### config.mk
export PLATFORM = sky130hd
export DESIGN_NAME = image_dram_writer
export DESIGN_NICKNAME = d
export VERILOG_FILES = /design/src/rtl/image2dram_pkg.sv /design/src/rtl/pixel_beat_packer.sv /design/src/rtl/image_dram_writer.sv
export SDC_FILE = /design/constraint.sdc
export NUM_CORES = 2
export LEC_CHECK = 0
export CAP_MARGIN = 40
export CORE_MARGIN = 1.5
export CORE_UTILIZATION = 40
export CTS_CLUSTER_DIAMETER = 30
export DETAILED_ROUTE_END_ITERATION = 10
export PLACE_DENSITY = 0.68
export SLEW_MARGIN = 20
export SYNTH_ARGS = -nofsm -noshare
export SYNTH_HDL_FRONTEND = slang
export SYNTH_SLANG_ARGS = --single-unit
### constraint.sdc
create_clock -name m_axi_aclk -period 3.6 [get_ports m_axi_aclk]
set_input_delay 0.72 -clock m_axi_aclk [delete_from_list [all_inputs] [get_ports m_axi_aclk]]
set_output_delay 0.72 -clock m_axi_aclk [all_outputs]
set_load 0.01 [all_outputs]
### src/rtl/image2dram_pkg.sv
// Shared constants and state encodings for the Image2DRAM pixel-to-beat writer.
package image2dram_pkg;

  localparam int unsigned BEAT_BYTES     = 64;
  localparam int unsigned WORDS_PER_BEAT = 16;

  typedef enum logic [1:0] {
    F_IDLE,
    F_RUN,
    F_FLUSH,
    F_DONE
  } frame_state_e;

  typedef enum logic [1:0] {
    W_IDLE,
    W_ISSUE,
    W_ACK,
    W_WAIT
  } write_state_e;

endpackage

### src/rtl/pixel_beat_packer.sv
// Packs pixels into beats through a pack register and a hold register;
// hold is presented as a valid/ready source to the DRAM writer.
module pixel_beat_packer #(
  parameter int unsigned PIXEL_WIDTH    = 32,
  parameter int unsigned WORDS_PER_BEAT = 16,
  parameter int unsigned DATA_WIDTH     = PIXEL_WIDTH * WORDS_PER_BEAT
) (
  input  logic                   clk,
  input  logic                   rst,
  input  logic                   clear,
  input  logic                   run,
  input  logic [PIXEL_WIDTH-1:0] tdata,
  input  logic                   tvalid,
  input  logic                   tlast,
  output logic                   tready,
  output logic                   beat_valid,
  output logic [DATA_WIDTH-1:0]  beat_data,
  input  logic                   beat_release,
  output logic                   empty
);

  localparam int unsigned       LANE_W    = (WORDS_PER_BEAT > 1) ? $clog2(WORDS_PER_BEAT) : 1;
  localparam logic [LANE_W-1:0] LAST_LANE = LANE_W'(WORDS_PER_BEAT - 1);

  logic [LANE_W-1:0]     lane_idx;
  logic [DATA_WIDTH-1:0] pack_data;
  logic                  pack_full;
  logic [DATA_WIDTH-1:0] beat_next;
  logic                  accept;
  logic                  complete;
  logic                  hold_free;
  logic                  move;

  assign tready    = run & ~(pack_full & beat_valid);
  assign accept    = tvalid & tready;
  assign complete  = accept & (tlast | (lane_idx == LAST_LANE));
  assign hold_free = ~beat_valid | beat_release;
  assign move      = pack_full & hold_free;
  assign empty     = ~pack_full & ~beat_valid;

  // Lane 0 starts from zero so lanes left unfilled by an early tlast read as 0.
  always_comb begin
    beat_next = (lane_idx == '0) ? '0 : pack_data;
    beat_next[int'(lane_idx)*PIXEL_WIDTH +: PIXEL_WIDTH] = tdata;
  end

  // A completing pixel bypasses pack straight into hold when hold is free,
  // which gives the one-cycle lane-16-to-request latency.
  always_ff @(posedge clk) begin
    if (rst) begin
      lane_idx   <= '0;
      pack_data  <= '0;
      pack_full  <= 1'b0;
      beat_data  <= '0;
      beat_valid <= 1'b0;
    end else begin
      if (beat_release) beat_valid <= 1'b0;
      if (clear) begin
        lane_idx  <= '0;
        pack_data <= '0;
        pack_full <= 1'b0;
      end
      if (move) begin
        beat_data  <= pack_data;
        beat_valid <= 1'b1;
        pack_full  <= 1'b0;
      end
      if (accept) begin
        if (complete) begin
          lane_idx <= '0;
          if (hold_free && !move) begin
            beat_data  <= beat_next;
            beat_valid <= 1'b1;
          end else begin
            pack_data <= beat_next;
            pack_full <= 1'b1;
          end
        end else begin
          pack_data <= beat_next;
          lane_idx  <= lane_idx + 1'b1;
        end
      end
    end
  end

endmodule

### src/rtl/image_dram_writer.sv
// AXI4-Stream pixel intake packed into 64-byte beats, each written as a
// single-beat request on the DRAM controller's write interface.
module image_dram_writer #(
  parameter int unsigned AXI_ADDR_WIDTH  = 39,
  parameter int unsigned DRAM_DATA_WIDTH = 512,
  parameter int unsigned PIXEL_WIDTH     = 32,
  parameter int unsigned WORDS_PER_BEAT  = DRAM_DATA_WIDTH / PIXEL_WIDTH,
  parameter int unsigned BEAT_CNT_WIDTH  = 24
) (
  input  logic                       m_axi_aclk,
  input  logic                       m_axi_areset,
  input  logic                       start,
  input  logic [AXI_ADDR_WIDTH-1:0]  frame_base_addr,
  input  logic [PIXEL_WIDTH-1:0]     s_axis_tdata,
  input  logic                       s_axis_tvalid,
  input  logic                       s_axis_tlast,
  output logic                       s_axis_tready,
  output logic [AXI_ADDR_WIDTH-1:0]  dram_write_addr,
  output logic [7:0]                 dram_write_len,
  output logic                       dram_write_en,
  output logic [DRAM_DATA_WIDTH-1:0] dram_write_data,
  input  logic                       dram_write_busy,
  output logic                       frame_busy,
  output logic                       frame_done,
  output logic [BEAT_CNT_WIDTH-1:0]  beat_count
);

  import image2dram_pkg::*;

  localparam logic [AXI_ADDR_WIDTH-1:0] BEAT_STEP   = AXI_ADDR_WIDTH'(BEAT_BYTES);
  localparam logic [AXI_ADDR_WIDTH-1:0] OFFSET_MASK = AXI_ADDR_WIDTH'(BEAT_BYTES - 1);

  frame_state_e fstate, fstate_next;
  write_state_e wstate, wstate_next;

  logic [AXI_ADDR_WIDTH-1:0]  addr;
  logic                       frame_start;
  logic                       last_accept;
  logic                       beat_valid;
  logic [DRAM_DATA_WIDTH-1:0] beat_data;
  logic                       beat_release;
  logic                       pack_empty;

  assign frame_start     = (fstate == F_IDLE) & start;
  assign last_accept     = s_axis_tvalid & s_axis_tready & s_axis_tlast;
  assign frame_busy      = (fstate == F_RUN) | (fstate == F_FLUSH);
  assign frame_done      = (fstate == F_DONE);
  assign dram_write_addr = addr;
  assign dram_write_data = beat_data;
  assign dram_write_len  = 8'd0;

  pixel_beat_packer #(
    .PIXEL_WIDTH   (PIXEL_WIDTH),
    .WORDS_PER_BEAT(WORDS_PER_BEAT),
    .DATA_WIDTH    (DRAM_DATA_WIDTH)
  ) u_packer (
    .clk         (m_axi_aclk),
    .rst         (m_axi_areset),
    .clear       (frame_start),
    .run         (fstate == F_RUN),
    .tdata       (s_axis_tdata),
    .tvalid      (s_axis_tvalid),
    .tlast       (s_axis_tlast),
    .tready      (s_axis_tready),
    .beat_valid  (beat_valid),
    .beat_data   (beat_data),
    .beat_release(beat_release),
    .empty       (pack_empty)
  );

  always_comb begin
    fstate_next = fstate;
    case (fstate)
      F_IDLE:  if (start) fstate_next = F_RUN;
      F_RUN:   if (last_accept) fstate_next = F_FLUSH;
      F_FLUSH: if (pack_empty && wstate == W_IDLE) fstate_next = F_DONE;
      F_DONE:  fstate_next = F_IDLE;
      default: fstate_next = F_IDLE;
    endcase
  end

  // en is decoded from W_IDLE against the live busy input so a request is
  // never raised while the controller reports busy.
  always_comb begin
    wstate_next   = wstate;
    dram_write_en = 1'b0;
    beat_release  = 1'b0;
    case (wstate)
      W_IDLE: begin
        if (beat_valid && !dram_write_busy) begin
          dram_write_en = 1'b1;
          wstate_next   = W_ISSUE;
        end
      end
      W_ISSUE: wstate_next = W_ACK;
      W_ACK:   wstate_next = W_WAIT;
      W_WAIT: begin
        if (!dram_write_busy) begin
          beat_release = 1'b1;
          wstate_next  = W_IDLE;
        end
      end
      default: wstate_next = W_IDLE;
    endcase
  end

  always_ff @(posedge m_axi_aclk) begin
    if (m_axi_areset) begin
      fstate     <= F_IDLE;
      wstate     <= W_IDLE;
      addr       <= '0;
      beat_count <= '0;
    end else begin
      fstate <= fstate_next;
      wstate <= wstate_next;
      if (frame_start) begin
        addr       <= frame_base_addr & ~OFFSET_MASK;
        beat_count <= '0;
      end else if (beat_release) begin
        addr       <= addr + BEAT_STEP;
        beat_count <= beat_count + 1'b1;
      end
    end
  end

endmodule

==> key figures <==
Outcome
  • Status: finished, final reports clean

Floorplanning
  • I/O pin cnt: 664
  • Core box area: 125,700 um^2
  • Core Rows: 130
  • Die X: 359.3 um
  • Starting Density: 40.38%
  • Die Span Y: 359.3 um
  • Die area: 129,100 um^2

CTS
  • CTS hold repair buffers: 0
  • Post-CTS Setup Repair Bufs: 0
  • CTS Root Cell: clkbuf_16
  • CTS Buf Count: 240
  • Clk slew on worst S/H paths: 0.05 ns
  • Clk_lat worst skew: 0.87 ns
  • Clk sink count: 1,091
  • CTS resizes: 0
  • H-tree lvl count: 4
  • CTS tree: built
  • Clock buffer depth: 3

Worst setup path
  • WS Path Type: register to output port
  • Worst path cell trace: inv_1 -> ha_1 -> a21boi_2 -> clkdlybuf4s50_1
  • Cell family with most CP delay: buffers and inverters
  • Arr. time, crit path: 2.46 ns
  • CP Buf/Inv Count: 2
  • Peak per-stage delay on the critical path: 0.68 ns
  • Startpoint types: register
  • CP Max Fanout: 6
  • CP max-delay cell: clkdlybuf4s50_1
  • Endpoint type of the worst setup path: output port
  • Req. time, crit path: 2.88 ns

Placement
  • GP Congestion: 0.8409
  • Dpl hpwl: 123.4 mm
  • Port bufs: 643
  • Dpl cells: 7,695

Global route
  • All-Layer GR Usage: 28.88%
  • GRT overflow: 0
  • Largest net degree at the start of global routing: 126
  • First-pass GRT wire length: 289.2 mm
  • Vias in the first global route: 45,378
  • Initial antenna violation count: 9

Pwr
  • Static leakage: 25.66 nW
  • Final Power: 44.21 mW
  • Power density over the cells: 654.5 nW/um^2
  • Worst VDD drop: 0.4939 mV

Cells and area
  • Final core occ: 53.73%
  • Share of layout cells above drive strength 1: 13.40%
  • Area Overhead vs Synth: 33.06%
  • Finished Layout Cells: 8,150
  • Final-stage net count: 6,377
  • Reg area: 21,840 um^2
  • Multi-input logic area: 26,130 um^2
  • Fillers: 10,941

Logic synthesis
  • Top-count cell post-synth: nand2_1
  • Cell Area, Synth: 50,770 um^2
  • Netlist cell types: 66
  • Async S/R FF share, synth: 0%
  • Top_reg_cell synth: dfxtp_1
  • Cell count after synthesis: 5,793
  • Synth area leaders: dfxtp_1 43%, nand2_1 12%, mux2i_1 8.7%
  • Sequential cell area fraction in the yosys report: 43.02%
  • Synth cell count leaders: 1,596 x nand2_1, 1,091 x dfxtp_1, 497 x a22o_1
  • Avg Cell Area, Syn: 8.764 um^2
  • Synth area leader: dfxtp_1
  • Flops & latches, synth: 1,091
  • EDFF count, synth: 0
  • Top cell type's share of synthesized area: 43.02%
  • YS warnings: 0

STA
  • Tcrit/Tclk final: 88.23%
  • Max Clock Skew: 0.05116 ns
  • Unrepaired setup endpoints after global routing: no
  • Setup TNS Final: 0 ns
  • Tmin final: 3.176 ns
  • Setup-failing EPs final: 0
  • Worst Max-Slew Pin Slew: 0.8632 ns
  • Final hold vios: 0
  • Rel. slew slack: 42.45%
  • Fmax achieved: 314.8 MHz
  • Max Slew Vio Count: 0

Routing
  • Via count: 47,918
  • Initial DRC Count: 5,315
  • Routed wire length: 195.8 mm
  • Final ANT Viol Nets: 0
  • DRC Markers: 0
  • Drt pass-1 iters: 6
  • WL/cell: 24.03 um
  • Vias per inst: 5.880

Flow run
  • Max-cap check violation count: 0

Worst hold path
  • Worst min-delay path class: input port to register
## area by class of cell
class,count,area share (%)
Multi-Input combinational cell,4067,38.68
Sequential cell,1091,32.33
Timing Repair Buffer,844,13.08
Clock buffer,297,9.609
Tap cell,1650,3.056
Clock inverter,150,2.971
Inverter,43,0.2389
Antenna cell,8,0.02963
## stage by stage
step | worst slack (ns) | hold WS [ns] | area, um^2
floorplan | 0.5514 | 0.4470 | 50820
global placement | 0.3903 | 0.4590 | 58910
detailed placement | 0.3713 | 0.4684 | 59040
CTS | 0.3728 | 0.1698 | 67530
global route | 0.2775 | 0.2143 | 67540
finish | 0.4237 | 0.2332 | 67550
## power breakdown
part           switching [mW]  internal (mW)  total [mW]
clock network            7.62           15.1        22.7
logic                    4.48           3.10        7.57
registers               0.832           13.1        13.9
total                    12.9           31.3        44.2
## routing by layer
| layer | track usage (%) | up-vias | share of wire [%] |
|---|---|---|---|
| met5 | 0 | - | 0.025 |
| met4 | 17.05 | 8 | 5.4 |
| met3 | 7.149 | 472 | 8.0 |
| met2 | 44.20 | 2092 | 45 |
| met1 | 36.75 | 23651 | 41 |
| li1 | - | 21695 | - |
## worst paths after layout
kind	start	to	slack, ns	cells after the start
max	fstate[1]$_SDFFE_PP0P_	s_axis_tready	0.42	4
min	m_axi_areset	u_packer.beat_data[288]$_SDFF_PP0_	0.23	2
max reg2reg	u_packer.lane_idx[1]$_SDFFE_PP0P_	u_packer.beat_data[79]$_SDFF_PP0_	0.44	8
min reg2reg	u_packer.pack_data[508]$_SDFF_PP0_	u_packer.beat_data[508]$_SDFF_PP0_	0.45	2
## logic make-up after synthesis
family	synth area share, %
flops	43.02
mux	8.695
xor+xnor	0.8946
buf+inv	5.947
simple gates	17.96
compound gates	23.16
fa+ha+maj	0.3204
other cells	0.007386
## flip-flops by register name, indices dropped and copies added (netlist names)
| name | cells |
|---|---|
| beat_count | 24 |
| dram_write_addr | 33 |
| fstate | 2 |
| u_packer.beat_data | 512 |
| u_packer.beat_valid | 1 |
| u_packer.lane_idx | 4 |
| u_packer.pack_data | 512 |
| u_packer.pack_full | 1 |
| wstate | 2 |
## cells in the final DEF (no fill, tap or decap), types with 28 or more instances in the layout
cell type	synthesis	final
a211oi_1	28	28
a22o_1	497	497
a311oi_1	235	235
a311oi_2	201	201
a31oi_1	88	88
buf_12	0	68
buf_4	37	127
bufinv_16	0	32
clkbuf_1	297	31
clkbuf_16	0	241
clkdlybuf4s50_1	0	636
clkinv_2	0	50
clkinvlp_4	0	32
dfxtp_1	1091	1090
inv_1	43	43
mux2i_1	441	441
nand2_1	1596	1595
nand3_1	91	89
nand4_1	50	50
nor2_1	455	454
o21a_1	87	87
o21ai_0	48	48
xor2_1	36	36
Power figures use the tool's default switching activity.
